## config.mk

```make
export PLATFORM = sky130hd
export DESIGN_NAME = exp_result_writer
export DESIGN_NICKNAME = d
export VERILOG_FILES = /design/src/rtl/exp_result_writer.sv
export SDC_FILE = /design/constraint.sdc
export NUM_CORES = 2
export LEC_CHECK = 0
export BUFFER_PORTS_ARGS = -buffer_cell sky130_fd_sc_hd__buf_2
export CAP_MARGIN = 20
export CORE_AREA = 2 2 776 778
export CTS_BUF_LIST = sky130_fd_sc_hd__clkbuf_8
export CTS_CLUSTER_DIAMETER = 60
export CTS_CLUSTER_SIZE = 10
export DETAILED_ROUTE_END_ITERATION = 10
export DIE_AREA = 0 0 778 780
export REMOVE_ABC_BUFFERS = 1
export SLEW_MARGIN = 20
export SYNTH_ARGS = -nofsm -noshare
export SYNTH_HDL_FRONTEND = slang
export SYNTH_MEMORY_MAX_BITS = 65536
export SYNTH_SLANG_ARGS = --single-unit
```

## constraint.sdc

```tcl
create_clock -name clk -period 3.05 [get_ports clk]
set_input_delay 0.305 -clock clk [delete_from_list [all_inputs] [get_ports clk]]
set_output_delay 0.305 -clock clk [all_outputs]
set_load 0.02 [all_outputs]
```

## src/rtl/exp_result_writer.sv

```systemverilog
// exp_result_writer: buffers engine results in a RAM and dumps them over valid/ready; RESULT_PARITY_EN adds a stored even-parity MSB
module exp_result_writer #(
  parameter int ADDR_W = 8,
  parameter int DEPTH  = 256,
  parameter int INT_W  = 2,
  parameter int FRAC_W = 16
) (
  input  logic              clk,
  input  logic              rst,
  input  logic              eng_done,
  input  logic [INT_W-1:0]  intpart,
  input  logic [FRAC_W-1:0] fracpart,
  input  logic              rd_start,
  input  logic              out_ready,
  output logic              out_valid,
`ifdef RESULT_PARITY_EN
  output logic [INT_W+FRAC_W:0]   out_data,
`else
  output logic [INT_W+FRAC_W-1:0] out_data,
`endif
  output logic [ADDR_W-1:0] out_addr,
  output logic [ADDR_W:0]   count,
  output logic              full,
  output logic              ovf,
  output logic              dump_done
);
`ifdef RESULT_PARITY_EN
  localparam int DW = INT_W + FRAC_W + 1;
`else
  localparam int DW = INT_W + FRAC_W;
`endif
  localparam logic [ADDR_W:0]   FULL_C = (ADDR_W+1)'(DEPTH);
  localparam logic [ADDR_W:0]   CNT_1  = (ADDR_W+1)'(1);
  localparam logic [ADDR_W-1:0] PTR_1  = ADDR_W'(1);
  typedef enum logic [1:0] {IDLE, FETCH, PRESENT, FINISH} state_t;
  state_t state, nxt;
  logic [DW-1:0] mem [DEPTH];
  logic [DW-1:0] wdata;
  logic [ADDR_W-1:0] wr_ptr, rd_ptr;
  logic empty_done, wr, last;
`ifdef RESULT_PARITY_EN
  assign wdata = {^{intpart, fracpart}, intpart, fracpart};
`else
  assign wdata = {intpart, fracpart};
`endif
  assign full      = count == FULL_C;
  assign wr        = state == IDLE && eng_done && !full;
  assign last      = {1'b0, rd_ptr} == count - CNT_1;
  assign out_valid = state == PRESENT;
  assign out_addr  = rd_ptr;
  assign dump_done = state == FINISH || empty_done;
  always_comb begin
    nxt = state;
    case (state)
      IDLE:    nxt = rd_start && (count != '0 || wr) ? FETCH : IDLE;
      FETCH:   nxt = PRESENT;
      PRESENT: nxt = out_ready ? (last ? FINISH : FETCH) : PRESENT;
      default: nxt = IDLE;
    endcase
  end
  always_ff @(posedge clk) begin
    if (!rst) state <= IDLE;
    else      state <= nxt;
  end
  always_ff @(posedge clk) begin
    if (rst && wr) mem[wr_ptr] <= wdata;
  end
  always_ff @(posedge clk) begin
    if (!rst) begin
      wr_ptr     <= '0;
      rd_ptr     <= '0;
      count      <= '0;
      ovf        <= 1'b0;
      empty_done <= 1'b0;
      out_data   <= '0;
    end else begin
      empty_done <= state == IDLE && rd_start && count == '0 && !wr;
      if (eng_done && !wr) ovf <= 1'b1;
      if (wr) begin
        wr_ptr <= wr_ptr + PTR_1;
        count  <= count + CNT_1;
      end
      if (state == IDLE && nxt == FETCH) rd_ptr <= '0;
      if (state == FETCH) out_data <= mem[rd_ptr];
      if (state == PRESENT && out_ready && !last) rd_ptr <= rd_ptr + PTR_1;
      if (state == FINISH) begin
        wr_ptr <= '0;
        rd_ptr <= '0;
        count  <= '0;
      end
    end
  end
endmodule

```

==> results.json <==
{
  "critPathKind": "reg2reg",
  "regToRegSetupSlack_ns": -0.09,
  "worstReg2RegEnd": "out_data[13]$_SDFFE_PN0N_",
  "tightestPinTransition_ns": 1.14,
  "drc_errors": 0,
  "syn-instance-count": 8510,
  "holdWs_ns": 0.102,
  "synth_flop_cell": "edfxtp_1",
  "wirelength_um": 504000,
  "ys_async_sr_fraction_pct": 0,
  "area_growth_pct": 16.9,
  "grt_setup_unrepaired": "true",
  "start_util_pct": 29.9,
  "wl_per_cell_um": 28.1,
  "status": "finished with violations",
  "rows": 285,
  "synth-seq-cells": 4655,
  "power_leakage_nw": 62.2,
  "critPathLaunch": "out_addr[0]$_SDFFE_PP0P_",
  "yosysWarnings": 0,
  "drt_iter0_markers": 11800,
  "dr.pass1.iters": 5,
  "drive_above_1_share_pct": 32.2,
  "drv_slew": 0,
  "crit_path_max_fanout": 7,
  "core_area_sq_mm": 0.599,
  "grt_pass1_wl_um": 702000,
  "layout_common_cells": "edfxtp_1 (4608), mux4_2 (881), buf_4 (777)",
  "place_hpwl_um": 309000,
  "layout.nets": 9772,
  "drv_cap": 0,
  "grt_pass1_vias": 92800,
  "grt_max_degree": 127,
  "overflow": 0,
  "crit_path_end": "out_data[13]$_SDFFE_PN0N_",
  "portBuffers": 61,
  "arrival_ns": 4.31,
  "ys_types": 71,
  "viasPerCell": 5.14,
  "powerDensity_mw_per_mm2": 537,
  "syn-cell-area_sq_mm": 0.179,
  "fin_crit_ns": 3.14,
  "hold_viol_final": 0,
  "die_x_um": 778,
  "gp_congestion": 0.842,
  "relSlewSlack_pct": 23.8,
  "violations": "negative setup slack",
  "ir_drop_uv": 497,
  "finClkSkew_ns": 0.0732,
  "r2r_cells": 12,
  "reg2reg_from": "out_addr[0]$_SDFFE_PP0P_",
  "route.vias.total": 92300,
  "synth_seq_area_share_pct": 77.7,
  "clk_latency_ns": 1.24,
  "total_power_w": 0.113,
  "setup_slack_ns": -0.0886,
  "synth_edf_count": 4608,
  "cts_tree": "done",
  "ios": 62,
  "grt_usage_pct": 15.9,
  "die_area_sq_mm": 0.607,
  "finalCritPeriodShare_pct": 103,
  "cp-start-kind": "flop",
  "worstPathRequired_ns": 4.22,
  "antenna_found_initial": 43,
  "clock_path_buffers": 4,
  "path_clk_slew_ns": 0.07,
  "hold_class": "in2reg",
  "finalSetupTns_ns": -0.361,
  "cts_root_buf": "clkbuf_8",
  "final_common_cell": "edfxtp_1",
  "die_y_um": 780,
  "numCtsBuffers": 542,
  "drtAntennaViolNets": 0,
  "cts_sinks": 4655,
  "finalSetupViolations": 8,
  "cp-end-kind": "flop",
  "avgSynthCellArea_sq_um": 21.1,
  "htree_levels": 6,
  "max_freq_mhz": 319
}
==> synthesized netlist by cell type (all sizes together), types with 2 or more instances <==
cell type  instances  area, sq um
nor3              36          180
xnor2             11         96.3
a211oi           119          893
buf              335         2210
a211o              3         26.3
a221o              2         21.3
nor4              21          146
and2               6         37.5
a21oi            207         1040
and3               4         25.0
nand2            213          805
mux2             181         2040
nand3b             8         60.1
a2111oi            3         32.5
o221ai            90          801
o31ai              2         15.0
nor4b              2         23.8
nor2             351         1320
ha                 7         87.6
nand2b             9         56.3
clkbuf           163          613
dfxtp             47          941
a22o               3         26.3
mux4             881        19800
o2111ai           18          158
or3b               3         26.3
or2                3         18.8
nand4b             2         17.5
a22oi             85          638
or4                2         15.0
o2bb2a            17          170
o21ai            138          694
mux2i            526         5270
xor2              13          114
or3                4         25.0
edfxtp          4608       138000
nand3             64          320
o22ai            230         1440
nand4             25          156
inv                6         22.5
a221oi            19          166
nor2b             31          194
==> power breakdown <==
part	total, W	switching, W	internal [W]
logic	0.00373	0.00249	0.00124
clock network	0.0384	0.0215	0.0169
registers	0.0704	0.0000886	0.0703
total	0.113	0.0241	0.0884
==> routing by layer <==
layer	part of all wire (%)	GRT usage, %
met5	0.015	0
met4	3.4	4.89
met3	9.0	3.02
met2	48	25.9
met1	40	21.7
==> what timing repair did <==
action / CTS / global route
endpoints found under the setup margin: 22 / 18
hold buffers: 24 / 0
endpoints found under the hold margin: 4413 / 0
pin swaps: 19 / 40
resized for setup: 131 / 121
setup buffers: 40 / 43
gates cloned: 13 / 11
==> registers in the layout, indices dropped and copies added (netlist names) <==
register / count
empty_done: 1
state: 2
count: 9
mem: 4608
out_data: 18
wr_ptr: 8
ovf: 1
out_addr: 8
==> worst min-delay path by stage <==
| stage | from | to | slack [ns] | cells past startpoint |
|---|---|---|---|---|
| global route | fracpart[5] | mem[101][5]$_DFFE_PP_ | 0.05 | 2 |
| CTS | fracpart[5] | mem[101][5]$_DFFE_PP_ | 0.01 | 2 |
| detailed placement | wr_ptr[1]$_SDFFE_PP0P_ | wr_ptr[1]$_SDFFE_PP0P_ | 0.51 | 2 |
| finish | fracpart[5] | mem[101][5]$_DFFE_PP_ | 0.10 | 2 |
| global placement | wr_ptr[1]$_SDFFE_PP0P_ | wr_ptr[1]$_SDFFE_PP0P_ | 0.50 | 2 |
| floorplan | fracpart[0] | mem[0][0]$_DFFE_PP_ | 0.40 | 0 |
==> cells by family (layout without fill, tap and decap cells) <==
family | after synthesis | after routing | synth area share, %
flops | 4655 | 4655 | 77.7
mux | 1588 | 1588 | 15.1
compound gates | 944 | 944 | 3.46
simple gates | 788 | 789 | 1.93
buf+inv | 504 | 1891 | 1.59
xor+xnor | 24 | 24 | 0.117
fa+ha+maj | 7 | 7 | 0.0489
other cells | 0 | 16 | 0
==> critical path: stages, from the launching register on <==
cell and delay, ns:
dfxtp_4 0.39, buf_12 0.14, clkbuf_16 0.16, buf_16 0.15, or3b_4 0.50, buf_6 0.16
buf_6 0.12, o22ai_4 0.16, a211oi_2 0.07, nand2_2 0.16, nand4_1 0.50, o2bb2a_4 0.45
o21ai_2 0.06
==> area by class of cell <==
cell class,instances,area [sq um]
timing repair buffer,1185,13100
inverter,6,22.5
antenna,16,40.0
fill,55100,390000
clock buffer,556,7650
clock inverter,144,896
multi-input combinational,3352,38400
tap,8036,10100
sequential,4655,139000
==> per-stage QoR <==
stage,worst slack (ns),util [%],instance area [sq um],cells
finish,-0.0886,34.9,209000,18000
floorplan,-53.44,-,176000,8012
detailed placement,-0.772,33.0,198000,17100
global route,-0.164,34.9,209000,17900
CTS,-0.0733,34.7,208000,17900
global placement,-0.752,33.0,198000,17100
Power figures use the tool's default switching activity.
